==> config.mk <==
export PLATFORM = sky130hd
export DESIGN_NAME = mu0_core
export DESIGN_NICKNAME = d
export VERILOG_FILES = /design/src/rtl/mu0_pkg.sv /design/src/rtl/mu0_alu.sv /design/src/rtl/mu0_core.sv
export SDC_FILE = /design/constraint.sdc
export NUM_CORES = 1
export LEC_CHECK = 0
export BUFFER_PORTS_ARGS = -buffer_cell sky130_fd_sc_hd__buf_2
export CORE_ASPECT_RATIO = 1.25
export CORE_UTILIZATION = 30
export DETAILED_ROUTE_END_ITERATION = 8
export SYNTH_ARGS = -nofsm -noshare
export SYNTH_HDL_FRONTEND = slang
export SYNTH_SLANG_ARGS = --single-unit
==> constraint.sdc <==
create_clock -name clk -period 7.4 [get_ports clk]
set_input_delay 0 -clock clk [delete_from_list [all_inputs] [get_ports clk]]
set_output_delay 0 -clock clk [all_outputs]
set_load 0.01 [all_outputs]
==> src/rtl/mu0_pkg.sv <==
// MU0 shared definitions: opcodes, FSM states, ALU op encodings.
package mu0_pkg;

  localparam logic [3:0] OP_LDA = 4'd0;
  localparam logic [3:0] OP_STO = 4'd1;
  localparam logic [3:0] OP_ADD = 4'd2;
  localparam logic [3:0] OP_SUB = 4'd3;
  localparam logic [3:0] OP_JMP = 4'd4;
  localparam logic [3:0] OP_JGE = 4'd5;
  localparam logic [3:0] OP_JNE = 4'd6;
  localparam logic [3:0] OP_STP = 4'd7;

  localparam logic [1:0] S_IDLE  = 2'd0;
  localparam logic [1:0] S_FETCH = 2'd1;
  localparam logic [1:0] S_EXEC  = 2'd2;
  localparam logic [1:0] S_HALT  = 2'd3;

  localparam logic [1:0] ALU_PASS = 2'd0;
  localparam logic [1:0] ALU_ADD  = 2'd1;
  localparam logic [1:0] ALU_SUB  = 2'd2;
  localparam logic [1:0] ALU_INC  = 2'd3;

  function automatic logic is_mem_op(input logic [3:0] op);
    return op <= OP_SUB;
  endfunction

endpackage

==> src/rtl/mu0_alu.sv <==
// MU0 combinational ALU: pass-B, add, subtract, increment-A.
module mu0_alu
  import mu0_pkg::*;
#(
  parameter int DATA_W = 16
) (
  input  logic [1:0]        op,
  input  logic [DATA_W-1:0] a,
  input  logic [DATA_W-1:0] b,
  output logic [DATA_W-1:0] y
);

  always_comb begin
    y = b;
    unique case (op)
      ALU_PASS: y = b;
      ALU_ADD:  y = a + b;
      ALU_SUB:  y = a - b;
      ALU_INC:  y = a + DATA_W'(1);
    endcase
  end

endmodule

==> src/rtl/mu0_core.sv <==
// MU0 core: FETCH/EXEC FSM with req/ack memory port and halt/trap.
// Define MU0_OVERRIDE_EN to add the host memory override path.
module mu0_core
  import mu0_pkg::*;
#(
  parameter int DATA_W = 16,
  parameter int ADDR_W = 12
) (
  input  logic              clk,
  input  logic              reset,
  input  logic              start,
  output logic              memReq,
  output logic              memRnW,
  output logic [ADDR_W-1:0] memAddr,
  output logic [DATA_W-1:0] memWData,
  input  logic [DATA_W-1:0] memRData,
  input  logic              memAck,
`ifdef MU0_OVERRIDE_EN
  input  logic              overrideEn,
  input  logic              overrideRnW,
  input  logic [ADDR_W-1:0] overrideAddr,
  input  logic [DATA_W-1:0] overrideWData,
  output logic [DATA_W-1:0] overrideRData,
`endif
  output logic              done,
  output logic              error,
  output logic [DATA_W-1:0] ir,
  output logic [ADDR_W-1:0] pc,
  output logic [DATA_W-1:0] acc
);

  logic [1:0]        state;
  logic              start_q;
  logic              start_edge;
  logic              frz;
  logic [3:0]        opcode;
  logic [ADDR_W-1:0] operand;
  logic              core_req;
  logic              core_rnw;
  logic [ADDR_W-1:0] core_addr;
  logic              ack;
  logic [1:0]        alu_op;
  logic [DATA_W-1:0] alu_y;
  logic [ADDR_W-1:0] pc_inc;

  assign opcode     = ir[DATA_W-1 -: 4];
  assign operand    = ir[ADDR_W-1:0];
  assign start_edge = start & ~start_q;
  assign ack        = memAck & core_req & ~frz;

  always_comb begin
    core_req  = 1'b0;
    core_rnw  = 1'b1;
    core_addr = pc;
    unique case (1'b1)
      state == S_FETCH: core_req = 1'b1;
      state == S_EXEC && is_mem_op(opcode): begin
        core_req  = 1'b1;
        core_rnw  = opcode != OP_STO;
        core_addr = operand;
      end
      default: ;
    endcase
  end

  always_comb begin
    alu_op = ALU_PASS;
    unique case (opcode)
      OP_ADD:  alu_op = ALU_ADD;
      OP_SUB:  alu_op = ALU_SUB;
      default: alu_op = ALU_PASS;
    endcase
  end

  mu0_alu #(.DATA_W(DATA_W)) u_alu (
    .op(alu_op),
    .a (acc),
    .b (memRData),
    .y (alu_y)
  );

  mu0_alu #(.DATA_W(ADDR_W)) u_pc_inc (
    .op(ALU_INC),
    .a (pc),
    .b (pc),
    .y (pc_inc)
  );

`ifdef MU0_OVERRIDE_EN
  // The host owns the port while overrideEn is high; the core stalls.
  assign frz           = overrideEn;
  assign memReq        = overrideEn | core_req;
  assign memRnW        = overrideEn ? overrideRnW : core_rnw;
  assign memAddr       = overrideEn ? overrideAddr : core_addr;
  assign memWData      = overrideEn ? overrideWData : acc;
  assign overrideRData = memRData;
`else
  assign frz      = 1'b0;
  assign memReq   = core_req;
  assign memRnW   = core_rnw;
  assign memAddr  = core_addr;
  assign memWData = acc;
`endif

  always_ff @(posedge clk or negedge reset) begin
    if (!reset) begin
      state   <= S_IDLE;
      start_q <= 1'b0;
      acc     <= '0;
      pc      <= '0;
      ir      <= '0;
      done    <= 1'b0;
      error   <= 1'b0;
    end else if (!frz) begin
      start_q <= start;
      unique case (state)
        S_IDLE, S_HALT: begin
          if (start_edge) begin
            acc   <= '0;
            pc    <= '0;
            done  <= 1'b0;
            error <= 1'b0;
            state <= S_FETCH;
          end
        end
        S_FETCH: begin
          if (ack) begin
            ir    <= memRData;
            pc    <= pc_inc;
            state <= S_EXEC;
          end
        end
        S_EXEC: begin
          unique case (opcode)
            OP_LDA, OP_ADD, OP_SUB: begin
              if (ack) begin
                acc   <= alu_y;
                state <= S_FETCH;
              end
            end
            OP_STO: if (ack) state <= S_FETCH;
            OP_JMP: begin
              pc    <= operand;
              state <= S_FETCH;
            end
            OP_JGE: begin
              if (!acc[DATA_W-1]) pc <= operand;
              state <= S_FETCH;
            end
            OP_JNE: begin
              if (acc != '0) pc <= operand;
              state <= S_FETCH;
            end
            OP_STP: begin
              done  <= 1'b1;
              state <= S_HALT;
            end
            default: begin
              done  <= 1'b1;
              error <= 1'b1;
              state <= S_HALT;
            end
          endcase
        end
      endcase
    end
  end

endmodule

**Word-level counts from Yosys, hierarchy flattened**

Index checks and enable logic that the tools add are counted.

- Multiplexer cells: 25
- Order comparisons: 1
- $add $sub $neg: 4
- Equality and inequality tests: 24
- Reduce and logical (&&, ||, !) cells: 19
- Bitwise operators: 3

Operators by type and width:

| cell | number |
|---|---|
| one-hot mux 12 bit (3 select lines) | 2 |
| one-hot mux 16 bit (4 select lines) | 1 |
| 2-to-1 mux 12 bit | 5 |
| 2-to-1 mux 16 bit | 3 |
| one-hot mux 16 bit (2 select lines) | 1 |
| adder 16 x 1 -> 16 bit, second input constant | 1 |
| adder 16 bit | 1 |
| == test 4 x 3 -> 1 bit, second input constant | 4 |
| nonzero test 16 bit | 1 |
| subtractor 16 bit | 1 |
| adder 12 x 1 -> 12 bit, second input constant | 1 |
| inequality test 2 bit, second input constant | 5 |
| inequality test 3 bit, second input constant | 3 |
| AND reduction 3 bit | 3 |
| == test 2 bit, second input constant | 4 |
| == test 4 x 2 -> 1 bit, second input constant | 2 |
| inequality test 4 x 1 -> 1 bit, second input constant | 2 |
| one-hot mux 2 bit (2 select lines) | 2 |
| OR reduction 8 bit | 1 |
| OR reduction 7 bit | 1 |
| 2-to-1 mux 2 bit | 3 |
| one-hot mux 2 bit (3 select lines) | 1 |
| OR reduction 3 bit | 2 |
| 2-to-1 mux 1 bit | 5 |
| 16 further kinds | 21 |

- Bits in registers: 49
- Word-level logic and storage cells: 83
- Input port bits: 20

**Longest topological paths before layout**

- Depth in word-level cells: 8
- Gate-level depth with buffers: 13

**By module**

From an unflattened synthesis, not the netlist that was laid out.

- Cells, all modules: 592
- Area, all modules: 5081.1 sq um

By module, submodules not included:

| module | cells an instance | times used | area each (sq um) |
|---|---|---|---|
| mu0_core | 203 | 1 | 2509.9 |
| mu0_alu (u_alu) | 229 | 1 | 1514.0 |
| mu0_alu (u_pc_inc) | 160 | 1 | 1057.3 |

**Worst setup path after synthesis**

Ideal clock, no wire load.

- Kind: reg-to-reg
- From: reg ir[14]
- To: reg acc[13]
- Period minus slack after synthesis: 2.765 ns
- Path slack: 4.635 ns
- Arrival: 2.683 ns
- Setup time: 0.083 ns
- Required time: 7.317 ns
- Cell stages (with the launch flop): 13
- Path buffers: 1
- Cell sequence: dfrtp_1 -> nor2_1 -> and3_1 -> clkbuf_1 -> o31ai_1 -> xnor2_1 -> ha_1 -> o211ai_1 -> o21ai_0 -> o221ai_1 -> o211a_1 -> xor2_1 -> o21ai_0

- Word-level cells in the longest chain between the ends: 7
- Elaborated cells on any way between the ends: 21
- Those cells by class: 1 x order compare; 7 x eq/ne; 6 x mux; 1 x bitwise; 6 x reduce/logical

Ends and longest elaborated chain:

| item | RTL line | text |
|---|---|---|
| start: declaration | mu0_core.sv:27 | `output logic [DATA_W-1:0] ir,` |
| start signal: assignment | mu0_core.sv:128 | `ir <= memRData;` |
| == test 4 x 2 -> 1 bit or <= comparator 4 x 2 -> 1 bit (tied branches) | mu0_core.sv:68, mu0_core.sv:134, mu0_pkg.sv:24 |  |
| one-hot mux 2 bit (2 select lines) or logical AND 1 bit (tied branches) | mu0_core.sv:68, mu0_core.sv:57 |  |
| == test 2 bit, or another cell as far along | mu0_alu.sv:15 | `unique case (op)` |
| one-hot mux 16 bit (4 select lines) or 2-to-1 mux 1 bit (tied branches) | mu0_alu.sv:15, mu0_core.sv:55 |  |
| 2-to-1 mux 16 bit or bitwise AND 1 bit (tied branches) | mu0_core.sv:136, mu0_core.sv:49 |  |
| 2-to-1 mux 16 bit or inequality test 2 bit (tied branches) | - |  |
| one-hot mux 16 bit (2 select lines) or AND reduction 4 bit (tied branches) | - |  |
| end signal: assignment | mu0_core.sv:137 | `acc <= alu_y;` |
| end: declaration | mu0_core.sv:29 | `output logic [DATA_W-1:0] acc` |

Parallel ways exist; a longest one is shown, timed or not. The select of a mux whose other input is x is not followed.
A chain may end at the register's enable or synchronous reset.

**Worst setup path after layout**

- From: reg state[0]
- To: reg acc[14]

- Word-level cells in the longest chain between the ends: 7
- Elaborated cells on any way between the ends: 15
- Those cells by class: 6 x eq/ne; 2 x mux; 1 x bitwise; 6 x reduce/logical

Ends and longest elaborated chain:

| item | RTL line | text |
|---|---|---|
| start: declaration | mu0_core.sv:32 | `logic [1:0] state;` |
| start signal: assignment | mu0_core.sv:107 | `state <= S_IDLE;` |
| start signal: assignment | mu0_core.sv:123 | `state <= S_FETCH;` |
| start signal: assignment | mu0_core.sv:130 | `state <= S_EXEC;` |
| == test 2 bit | mu0_core.sv:57, mu0_core.sv:116 |  |
| logical AND 1 bit | mu0_core.sv:57 | `state == S_EXEC && is_mem_op(opcode): begin` |
| OR reduction 2 bit (no source line) | - |  |
| 2-to-1 mux 1 bit | mu0_core.sv:55 | `unique case (1'b1)` |
| bitwise AND 1 bit | mu0_core.sv:49 | `assign ack = memAck & core_req & ~frz;` |
| inequality test 2 bit (no source line) | - |  |
| AND reduction 4 bit (no source line) | - |  |

Parallel ways exist; a longest one is shown, timed or not.

==> reports/summary.txt <==
Status - finished clean
Reg2Reg Setup Slack - 4080 ps
Post-DP HPWL - 8350 µm
CP arrival - 3550 ps
# DRC - 0
Post-synth cell types - 52
Final setup fails - 0
Post-route ant nets - 0
Die H - 126 µm
Final Slew Violations - 0
Crit path launch type - flop
Worst-Margin Slew - 1110 ps
Reg-to-Reg End - acc[14]
Wire per inst - 16.3 µm
Worst min path class - input pin to flop
Critical path's slowest cell - nor3b_2
CORE AREA - 0.0121 mm²
Die width - 102 µm
Initial antenna violation count - 0
RD Place Congestion - 0.833
Site Rows - 45
Most common cell after layout, fill and taps aside - buf_2
Cell Chain, Critical Path - inv_1 > ha_1 > nor3b_2 > o211ai_1 > nor3_1 > a22oi_1 > o311a_1 > nand2_1
Largest cells by area after synthesis - dfrtp_1, ha_1, mux2_2
Most frequent cells in the layout - buf_2, dfrtp_1, o21ai_0
Crit end category - flop
I/O pin count - 96
Clock Tree Buf Depth - 2
Top cell type by total area after synthesis - dfrtp_1
Post-layout power - 1490 µW
Power per cell area - 336 mW/mm²
Hold violation count in the final report - 0
Vias - 3479
Fin nets - 542
Hold Path Depth - 2
Worst Skew - 8.28 ps
Layout fillers - 1246
Avg Inst Size Synth - 8.77 µm²
RR Startpoint - state[0]
Pin count of the biggest net entering global routing - 50
Initial Util - 30.7%
H-Tree Depth - 2
Switching share of power - 44.1%
Yosys warning total - 0
LEAKAGE - 0.00219 µW
Fmax achieved - 301 MHz
CTS Sinks - 49
Area Overhead vs Synth - 19.0%
Clock transition at the registers of the reported paths - 70 ps
Critical path buffers and inverters - 1
TritonCTS clock tree - yes
Setup WS post-layout - 4080 ps
HP Start - memRData[15]
Pre-CTS setup slack - 4100 ps
Post-synthesis register bit count - 49
Sequential-to-total area share from yosys stat - 33.0%
IO buf count - 95
TritonCTS Buffers - 5
DRT Pass-1 Iters - 4
Worst hold endpoint - ir[15]
Setup TNS after final layout - 0 ps
Headroom to the max-slew limit - 25.7%
Sw power - 656 µW
First-pass GRT wire length - 17000 µm
Main flop type after synthesis - dfrtp_1
VDD IR-drop max - 0.152 mV
DRT iter0 DRCs - 181
# diodes - 0
RSZ-0062 raised after global routing - false
Share of layout cells above drive strength 1 - 26.5%
Post-synthesis async set-or-reset flop share - 100%
Die area - 0.0129 mm²
Int Power - 833 µW
MaxCap Viol Count - 0
Seq pwr share - 31.4%
# resized after CTS - 0
Fin crit share - 44.9%
CP max FO - 16
Share of the synthesized area in the top cell type - 33.0%
Vias per cell - 5.25
CP top delay family - simple AND/OR/NAND/NOR gates
Syn nets - 468
Worst Path Required - 7630 ps
GRT overflow - 0
Syn Std Cell Area - 0.00372 mm²
Clock power share - 18.1%
Syn Inst Count - 424
Combinational power share - 50.5%
CP max stage delay - 960 ps
Routed Wire Length - 10800 µm
Reg2Reg Depth - 8
Worst skew pair latency - 290 ps
Vias in the first global route - 3307
Post-synth EDFFs - 0
Min Tclk post-route - 3320 ps
CP Class - flop to flop
Root Buffer - clkbuf_16
Gr usage total - 16.9%
[worst max path at each step]
stage / cells past startpoint / start / endpoint / slack, ps
floorplan: 12 / ir[14] / acc[13] / 4630
global placement: 7 / state[0] / acc[14] / 4220
detailed placement: 8 / state[0] / acc[14] / 4100
CTS: 8 / state[0] / acc[14] / 4070
global route: 8 / state[0] / acc[14] / 3740
finish: 8 / state[0] / acc[14] / 4080
[logic make-up (layout without fill, tap and decap cells)]
kind of cell | after synthesis | in the layout | share of synthesized area, %
XOR/XNOR | 26 | 26 | 6.12
AO/OA/AOI/OAI | 128 | 128 | 22.1
adder cells (fa/ha/maj) | 24 | 24 | 8.27
flip-flops | 49 | 49 | 33.0
multiplexers | 25 | 25 | 7.57
AND/OR/NAND/NOR | 125 | 125 | 16.6
buffers and inverters | 47 | 122 | 6.36
[final cells by class]
| class | count | area [µm²] | area share, % |
|---|---|---|---|
| Sequential cell | 49 | 1230 | 27.7 |
| Multi-Input combinational cell | 328 | 2260 | 51.0 |
| Clock inverter | 1 | 30.0 | 0.678 |
| Tap cell | 164 | 205 | 4.63 |
| Inverter | 15 | 56.3 | 1.27 |
| Timing Repair Buffer | 99 | 510 | 11.5 |
| Clock buffer | 7 | 143 | 3.22 |
[per-layer routing]
layer / vias to the layer above / part of all wire, % / wire length, µm / track usage, %
met1: 1676 / 43 / 4600 / 20.6
met5: - / 0 / 0 / 0
li1: 1675 / - / - / -
met4: 0 / 2.9 / 313 / 7.42
met3: 18 / 3.7 / 401 / 1.71
met2: 110 / 51 / 5470 / 29.8
[timing repair]
item / in CTS / in global routing
hold buffers: 2 / 0
endpoints found under the hold margin: 50 / 0
setup buffers: 0 / 0
setup endpoints to repair: 0 / 0
[cells in the mapped netlist, types with 3 or more instances]
master	n
a21o_1	6
a21oi_1	22
a22o_1	7
a22oi_1	13
a31oi_1	6
and2_1	3
and3_1	6
buf_4	16
clkbuf_1	15
dfrtp_1	49
ha_1	23
inv_1	15
mux2_2	25
nand2_1	39
nand2b_1	10
nand3_1	9
nor2_1	26
nor2b_1	5
nor3_1	10
nor4_1	6
o211ai_1	4
o21a_1	3
o21ai_0	43
o221ai_1	4
o31ai_1	8
xnor2_1	10
xor2_1	16
[state kept, by name, indices dropped and copies added (netlist names)]
| name | flops |
|---|---|
| done | 1 |
| ir | 16 |
| pc | 12 |
| start_q | 1 |
| error | 1 |
| acc | 16 |
| state | 2 |
[power by group through the flow]
stage                     Sequential (µW)  Clock, µW  Combinational (µW)
after floorplan                       472          0                 492
after global placement                465          0                 737
after detailed placement              470          0                 748
after CTS                             465        277                 753
after global routing                  480        285                 840
final                                 467        270                 752
[per-stage QoR]
| stage | utilization (%) | instances | hold WS (ps) | cell area, µm² |
|---|---|---|---|---|
| floorplan | - | 424 | -296 | 3720 |
| CTS | 36.6 | 663 | 3.38 | 4430 |
| global route | 36.6 | 663 | 17.0 | 4430 |
| finish | 36.6 | 663 | 5.39 | 4430 |
| global placement | 35.0 | 653 | 143 | 4240 |
| detailed placement | 35.0 | 653 | 145 | 4240 |
No activity file was read; power rests on OpenSTA's default activity.
